--- src/rtl/imem_fetch_ctrl.sv ---
// Instruction fetch controller: walks a combinational-read instruction memory,
// presents fetched words over a valid/ready handshake, and honours redirects.
module imem_fetch_ctrl #(
  parameter logic [31:0] RESET_PC  = 32'h0000_0000,
  parameter int unsigned MEM_BYTES = 88
) (
  input  logic        clk,
  input  logic        rst_n,
  input  logic        start,
  output logic [31:0] inst_address,
  input  logic [31:0] instruction,
  input  logic        redirect_valid,
  input  logic [31:0] redirect_pc,
  output logic        out_valid,
  input  logic        out_ready,
  output logic [31:0] out_inst,
  output logic [31:0] out_pc,
  output logic        halted,
  output logic        fault,
  output logic [31:0] fetch_count
);

  localparam logic [31:0] LAST_PC = 32'(MEM_BYTES - 4);

  typedef enum logic [1:0] {
    IDLE  = 2'd0,
    RUN   = 2'd1,
    HALT  = 2'd2,
    FAULT = 2'd3
  } state_e;

  state_e      state_q, state_d;
  logic [31:0] pc_q, pc_d;
  logic        out_valid_q, out_valid_d;
  logic [31:0] out_inst_q, out_inst_d;
  logic [31:0] out_pc_q, out_pc_d;
  logic [31:0] fetch_count_q, fetch_count_d;

  always_comb begin
    state_d       = state_q;
    pc_d          = pc_q;
    out_valid_d   = out_valid_q;
    out_inst_d    = out_inst_q;
    out_pc_d      = out_pc_q;
    fetch_count_d = fetch_count_q;

    case (state_q)
      IDLE: begin
        if (start) begin
          pc_d    = RESET_PC;
          state_d = RUN;
        end
      end

      RUN, HALT: begin
        // A redirect flushes the held word even if the consumer accepts it this cycle.
        if (redirect_valid) begin
          out_valid_d = 1'b0;
          if (redirect_pc[1:0] != 2'b00) begin
            state_d = FAULT;
          end else if (redirect_pc > LAST_PC) begin
            pc_d    = redirect_pc;
            state_d = HALT;
          end else begin
            pc_d    = redirect_pc;
            state_d = RUN;
          end
        end else if (state_q == RUN && (!out_valid_q || out_ready)) begin
          out_inst_d    = instruction;
          out_pc_d      = pc_q;
          out_valid_d   = 1'b1;
          fetch_count_d = fetch_count_q + 32'd1;
          pc_d          = pc_q + 32'd4;
          if (pc_q >= LAST_PC) begin
            state_d = HALT;
          end
        end else if (out_valid_q && out_ready) begin
          out_valid_d = 1'b0;
        end
      end

      FAULT: begin
        out_valid_d = 1'b0;
      end

      default: begin
        state_d     = IDLE;
        out_valid_d = 1'b0;
      end
    endcase
  end

  always_ff @(posedge clk or negedge rst_n) begin
    if (!rst_n) begin
      state_q       <= IDLE;
      pc_q          <= RESET_PC;
      out_valid_q   <= 1'b0;
      out_inst_q    <= 32'h0;
      out_pc_q      <= 32'h0;
      fetch_count_q <= 32'h0;
    end else begin
      state_q       <= state_d;
      pc_q          <= pc_d;
      out_valid_q   <= out_valid_d;
      out_inst_q    <= out_inst_d;
      out_pc_q      <= out_pc_d;
      fetch_count_q <= fetch_count_d;
    end
  end

  assign inst_address = pc_q;
  assign out_valid    = out_valid_q;
  assign out_inst     = out_inst_q;
  assign out_pc       = out_pc_q;
  assign fetch_count  = fetch_count_q;
  assign halted       = (state_q == HALT);
  assign fault        = (state_q == FAULT);

endmodule

--- config.mk ---
export PLATFORM = sky130hd
export DESIGN_NAME = imem_fetch_ctrl
export DESIGN_NICKNAME = d
export VERILOG_FILES = /design/src/rtl/imem_fetch_ctrl.sv
export SDC_FILE = /design/constraint.sdc
export NUM_CORES = 1
export LEC_CHECK = 0
export CORE_ASPECT_RATIO = 1.1
export CORE_MARGIN = 5
export CORE_UTILIZATION = 35
export CTS_BUF_LIST = sky130_fd_sc_hd__clkbuf_4 sky130_fd_sc_hd__clkbuf_8
export DETAILED_ROUTE_END_ITERATION = 10
export GPL_ROUTABILITY_DRIVEN = 0
export PLACE_DENSITY = 0.74
export SKIP_CTS_REPAIR_TIMING = 1
export SYNTH_ARGS = -nofsm -noshare
export SYNTH_HDL_FRONTEND = slang
export SYNTH_SLANG_ARGS = --single-unit
--- constraint.sdc ---
create_clock -name clk -period 2.97 [get_ports clk]
set_clock_uncertainty 0.2 [all_clocks]
set_input_delay 0.594 -clock clk [delete_from_list [all_inputs] [get_ports clk]]
set_output_delay 0.594 -clock clk [all_outputs]
set_load 0.01 [all_outputs]
==> impl_metrics.py, run 1 <==
metrics = {
    "power_and_ir_drop": {
        "switchingPower_mw": 2.861,
        "cellPowerDensity_nw_per_um2": 913.8,
        "swShare": 0.3410,
        "power_leakage_nw": 3.879,
        "p_seq_frac": 0.354,
        "combPwrFrac": 0.416,
        "peakVddDrop_uv": 406.6,
        "pwr-share-clk": 0.230,
        "p_int_mw": 5.527,
    },
    "route": {
        "drc": 0,
        "top_layer": "met4",
        "met3WireLength_mm": 1.551,
        "antenna_left": 0,
        "wl_met2_mm": 8.879,
        "routedLengthMet1_mm": 7.590,
        "drt-total-wl_mm": 18.55,
        "via_per_inst": 5.296,
        "vias": 5428,
        "avgRoutedWirePerCell_um": 18.09,
        "first_iter_violations": 439,
        "firstDrtPassIters": 5,
    },
    "sta": {
        "relSlewSlack": 0.6332,
        "min_period_ps": 2547,
        "setup_viol": 0,
        "whs_ps": 278.3,
        "hold_viol_final": 0,
        "worst_pin_slew_ps": 545.9,
        "rsz0062_at_grt": "no",
        "fmax_mhz": 392.6,
        "slew_violations": 0,
        "tns_ps": 0,
        "period_share": 0.8575,
    },
    "floorplan": {
        "std_cell_rows": 51,
        "core_area_sq_um": 17680,
        "die_area_sq_um": 20670,
        "start_util": 0.3543,
        "die_h_um": 150.3,
        "io-pin-count": 200,
        "die_w_um": 137.5,
    },
    "global_routing": {
        "grt_max_degree": 55,
        "antenna_found_initial": 0,
        "grt_usage": 0.1828,
        "grt_pass1_vias": 5388,
        "grt_overflow": 0,
        "grt_pass1_wl_mm": 29.17,
    },
    "logic_synthesis": {
        "synth_warnings": 0,
        "ys_seq_elements": 131,
        "syn-num-nets": 637,
        "ys.flop_type": "dfrtp_1",
        "synth_async_sr_flop_share": 1.000,
        "syn_area_per_cell_sq_um": 11.20,
        "synth_area_sq_um": 6262,
        "synth.distinct_cells": 53,
        "synth_edf_count": 0,
        "synthCells": 559,
        "ys_seq_area_frac": 0.5235,
    },
    "worst_setup_path": {
        "reg2reg_slack_ps": 420,
        "critical_path_class": "reg2reg",
        "arrival_ps": 2710,
        "crit_path_start": "state_q[0]$_DFFE_PN0P_",
        "cp.required_ps": 3130,
        "critPathCaptureType": "flip-flop",
        "path_max_fanout": 7,
        "r2r-end": "fetch_count[14]$_DFFE_PN0P_",
        "worstRegToRegCells": 7,
        "r2r-start": "state_q[0]$_DFFE_PN0P_",
        "crit_path_start_kind": "flip-flop",
    },
    "cells_and_area": {
        "final_nets": 853,
        "fin_area_sq_um": 9179,
        "drive_above_1_share": 0.1626,
        "syn_to_final_growth_pct": 46.57,
        "n_antenna_cell": 0,
    },
    "clock_network": {
        "cts_sinks": 131,
        "clockRootBuffer": "clkbuf_8",
        "cts_buffer_depth": 2,
        "clk_pin_slew_ps": 70,
        "cts_tree": "built",
        "cts_buffers": 17,
        "h-tree-depth": 4,
        "clkLatencyLatePin_ps": 450,
    },
    "job": {
        "drv_cap": 0,
    },
    "placement": {
        "dpl_cell_area_sq_um": 8660,
        "dp.final_hpwl_mm": 13.85,
        "portBuffers": 199,
    },
    "min_path": {
        "hp-class": "reg2reg",
        "min_to": "fetch_count[31]$_DFFE_PN0P_",
        "min_delay_path_depth": 1,
        "hp-start": "fetch_count[31]$_DFFE_PN0P_",
    },
    "status": {
        "status": "finished clean",
    },
}
==> power groups by stage <==
stage	clock (mW)	sequential (mW)	combinational (mW)
6_report	1.93	2.97	3.49
2_1_floorplan	0	3.11	1.38
3_3_place_gp	0	2.97	3.48
3_5_place_dp	0	3.00	3.51
5_1_grt	2.06	3.07	3.75
4_1_cts	1.98	2.97	3.53
==> flip-flops by register name, indices dropped and copies added (netlist names) <==
register and flops:
fetch_count 32, inst_address 32, out_inst 32, out_pc 32, out_valid 1, state_q 2
==> critical path, cell delays in order (launching register included) <==
cell and delay (ps):
dfrtp_1 400, inv_1 100, ha_1 420, and2b_1 220
nand4_4 160, or4_4 590, nor3_2 180, xor2_1 180
==> synth_stat cells, drive strengths merged, types with 3 or more instances <==
| library cell | instances | area (sq um) |
|---|---|---|
| a211oi | 3 | 22.52 |
| a21oi | 13 | 65.06 |
| a22o | 3 | 26.28 |
| a22oi | 6 | 45.04 |
| a31oi | 4 | 25.02 |
| a41oi | 4 | 35.03 |
| and2 | 7 | 45.05 |
| and3 | 15 | 93.84 |
| and4 | 7 | 61.31 |
| buf | 6 | 36.28 |
| clkbuf | 19 | 72.56 |
| dfrtp | 131 | 3278 |
| ha | 9 | 112.6 |
| inv | 8 | 30.03 |
| mux2 | 62 | 698.2 |
| nand2 | 51 | 191.4 |
| nand2b | 4 | 25.02 |
| nand3 | 24 | 120.1 |
| nand4 | 17 | 121.4 |
| nor2 | 22 | 82.58 |
| nor2b | 3 | 18.77 |
| nor3 | 13 | 80.08 |
| nor4 | 17 | 151.4 |
| o211ai | 3 | 22.52 |
| o21ai | 35 | 175.2 |
| o2bb2ai | 8 | 70.07 |
| o311ai | 10 | 87.59 |
| xnor2 | 22 | 192.7 |
| xor2 | 10 | 87.58 |
==> per-stage QoR <==
step / cells / utilization / power, mW / setup WS [ps]
floorplan: 559 / - / 4.488 / 600.3
global placement: 993 / 0.4899 / 6.450 / 190.4
detailed placement: 993 / 0.4899 / 6.510 / 118.1
CTS: 1024 / 0.5187 / 8.468 / 421.2
global route: 1025 / 0.5193 / 8.889 / 260.1
finish: 1025 / 0.5193 / 8.388 / 423.2
==> cells by family after synthesis <==
logic type                 after synthesis  synth area share
buffers and inverters                   33           0.02218
xor gates and xnor gates                32           0.04475
DFF                                    131            0.5235
muxes                                   63            0.1131
and+or+nand+nor                        192            0.1734
AOI/OAI and AO/OA                       99            0.1051
adders and majority gates                9           0.01798
==> metal layers <==
layer  global-route usage  vias to the layer above
met5                    0                        -
met4              0.06786                        0
met3              0.05682                       50
met2               0.2886                      238
met1               0.2354                     2633
li1                     -                     2507
==> area by class of cell <==
cell class	count	area (sq um)
fill	1644	8497
sequential	131	3278
multi-input combinational	395	2858
timing repair buffer	222	2206
tap	238	297.8
clock buffer	22	284.0
clock inverter	9	225.2
inverter	8	30.03
==> layout by cell type (no fill, tap or decap), drive strengths merged, types with 9 or more instances in the layout <==
| master | n |
|---|---|
| nand3 | 24 |
| nand4 | 17 |
| xor2 | 10 |
| dfrtp | 131 |
| nand2 | 51 |
| o21ai | 35 |
| clkdlybuf4s50 | 198 |
| xnor2 | 22 |
| and3 | 15 |
| o311ai | 10 |
| nor3 | 13 |
| nor2 | 22 |
| buf | 23 |
| ha | 9 |
| mux2 | 62 |
| a21oi | 13 |
| clkbuf | 22 |
| nor4 | 17 |
==> worst max-delay path by stage <==
stage / slack (ps) / depth (start not counted) / to
after floorplan: 600 / 8 / fetch_count[14]$_DFFE_PN0P_
after global placement: 190 / 7 / inst_address[26]$_DFFE_PN0P_
after detailed placement: 120 / 7 / inst_address[26]$_DFFE_PN0P_
after CTS: 420 / 3 / halted
after global routing: 260 / 7 / fetch_count[14]$_DFFE_PN0P_
final: 420 / 7 / fetch_count[14]$_DFFE_PN0P_
(Power assumes the default switching activity.)
==> run 2, diff against run 1 <==
- PLACE_DENSITY: 0.74 -> 0.65
==> run 2 against run 1 <==
Effect of this change:
- final cell count unchanged
- register-to-register slack got worse by 60 ps
- sequential cell count unchanged
- first-iteration DRC count is 2.1% lower
- non-clock buffer count shrank 2
- via count increased by 0.77%
- sequential power about the same
- global-route usage rose by 0.39 points
- fmax shrank 2.2%
- combinational power about the same
- clock power down 12%
- die area unchanged
- critical endpoint unchanged
- highest routed layer unchanged
==> impl_metrics.py, run 2 (synthesis gave the netlist of run 1 again) <==
metrics = {
    "status": {
        "status": "finished clean",
    },
    "sta": {
        "worst_pin_slew_ps": 713.8,
        "slew_violations": 0,
        "relSlewSlack": 0.5204,
        "whs_ps": 279.1,
        "setup_viol": 0,
        "rsz0062_at_grt": "no",
        "period_share": 0.8772,
        "hold_viol_final": 0,
        "fmax_mhz": 383.8,
        "tns_ps": 0,
        "min_period_ps": 2605,
    },
    "worst_setup_path": {
        "cp_slowest_stage_delay_ps": 600,
        "critPathCaptureType": "flip-flop",
        "cp.required_ps": 3140,
        "critical_path_class": "reg2reg",
        "crit_path_start_kind": "flip-flop",
        "cp.buffers_inverters": 1,
        "cp_slowest_cell": "or4_4",
        "cpLargestDelayFamily": "simple AND/OR/NAND/NOR gates",
        "arrival_ps": 2770,
        "crit_chain": "inv_1 > ha_1 > and2b_1 > nand4_4 > or4_4 > nor3_2 > xor2_1",
        "path_max_fanout": 7,
    },
    "route": {
        "avgRoutedWirePerCell_um": 18.45,
        "antenna_left": 0,
        "first_iter_violations": 430,
        "drt-total-wl_mm": 18.91,
        "vias": 5470,
        "drc": 0,
        "firstDrtPassIters": 4,
        "via_per_inst": 5.337,
    },
    "power_and_ir_drop": {
        "power_leakage_nw": 3.839,
        "pwr-share-clk": 0.209,
        "peakVddDrop_uv": 417.5,
        "combPwrFrac": 0.425,
        "swShare": 0.3563,
        "switchingPower_mw": 2.901,
        "cellPowerDensity_nw_per_um2": 895.1,
        "p_seq_frac": 0.365,
        "power_mw": 8.142,
        "p_int_mw": 5.241,
    },
    "clock_network": {
        "clk_pin_slew_ps": 70,
        "h-tree-depth": 4,
        "cts_buffer_depth": 2,
        "clockRootBuffer": "clkbuf_8",
        "cts_tree": "built",
        "cts_sinks": 131,
        "clkLatencyLatePin_ps": 450,
        "cts_buffers": 17,
    },
    "cells_and_area": {
        "multi_input_area_sq_um": 2858,
        "layout_commonest_cell": "clkdlybuf4s50_1",
        "final_nets": 851,
        "seqCellArea_sq_um": 3278,
        "syn_to_final_growth_pct": 45.25,
        "fill_cells": 1591,
        "post-route-util": 0.5146,
        "instances_no_fill": 1025,
        "final_cell_mix": "clkdlybuf4s50_1 (198), dfrtp_1 (131), mux2_2 (62)",
        "drive_above_1_share": 0.1616,
    },
    "global_routing": {
        "grt_pass1_vias": 5598,
        "grt_max_degree": 51,
        "antenna_found_initial": 1,
        "grt_pass1_wl_mm": 30.05,
        "grt_usage": 0.1866,
        "grt_overflow": 0,
    },
    "floorplan": {
        "die_h_um": 150.3,
        "start_util": 0.3543,
        "die_area_sq_um": 20670,
        "core_area_sq_um": 17680,
        "std_cell_rows": 51,
        "io-pin-count": 200,
        "die_w_um": 137.5,
    },
    "placement": {
        "dp_cells": 991,
        "dp.final_hpwl_mm": 14.38,
        "portBuffers": 199,
    },
    "job": {
        "drv_cap": 0,
    },
    "min_path": {
        "hp-class": "reg2reg",
    },
}
## run 2: cell type report
| type | count | share of cell area |
|---|---|---|
| Tap cell | 238 | 0.03274 |
| Clock buffer | 20 | 0.03026 |
| Sequential cell | 131 | 0.3604 |
| Clock inverter | 12 | 0.01939 |
| Antenna cell | 1 | 0.0002751 |
| Timing Repair Buffer | 220 | 0.2395 |
| Multi-Input combinational cell | 395 | 0.3142 |
| Inverter | 8 | 0.003301 |
## run 2: worst paths after layout
check                                  startpoint                     endpoint  slack, ps  cells past startpoint
max                        state_q[0]$_DFFE_PN0P_  fetch_count[14]$_DFFE_PN0P_        360                      7
min                        out_pc[21]$_DFFE_PN0P_       out_pc[21]$_DFFE_PN0P_        280                      2
max reg2reg                state_q[0]$_DFFE_PN0P_  fetch_count[14]$_DFFE_PN0P_        360                      7
min reg2reg                out_pc[21]$_DFFE_PN0P_       out_pc[21]$_DFFE_PN0P_        280                      2
max in group asynchronous                   rst_n   fetch_count[3]$_DFFE_PN0P_       1230                      3
min in group asynchronous                   rst_n      out_inst[1]$_DFFE_PN0P_        450                      2
## run 2: layer usage
| layer | global-route usage | routed length, um | part of all wire | up-vias |
|---|---|---|---|---|
| met5 | 0 | 0 | 0 | - |
| li1 | - | - | - | 2494 |
| met3 | 0.05481 | 1420 | 0.075 | 49 |
| met4 | 0.08533 | 731 | 0.039 | 0 |
| met2 | 0.3071 | 9427 | 0.50 | 236 |
| met1 | 0.2246 | 7327 | 0.39 | 2691 |
## run 2: per-stage QoR
step | instance area [sq um] | setup WS, ps
3_3_place_gp | 8632 | 224.8
3_5_place_dp | 8632 | 92.89
6_report | 9096 | 364.6
2_1_floorplan | 6262 | 600.3
4_1_cts | 9084 | 354.1
5_1_grt | 9096 | 255.3
## run 2: worst min-delay path: cells and delay by family, from the launching register on
kind | cells | cell delay (ps)
and+or+nand+nor | 1 | 50
AOI/OAI and AO/OA | 1 | 60
DFF | 1 | 340
## run 2: power groups by stage
stage               combinational [mW]  clock [mW]  sequential, mW
global route                      3.74        1.84            3.07
global placement                  3.42           0            2.97
finish                            3.46        1.70            2.97
CTS                               3.51        1.76            2.97
floorplan                         1.38           0            3.11
detailed placement                3.49           0            3.01
==> run 3, diff against run 2 <==
- SKIP_LAST_GASP: not set -> 1
==> results of run 3 <==
No change in the layout: final DEF, timing and power equal those of run 2.
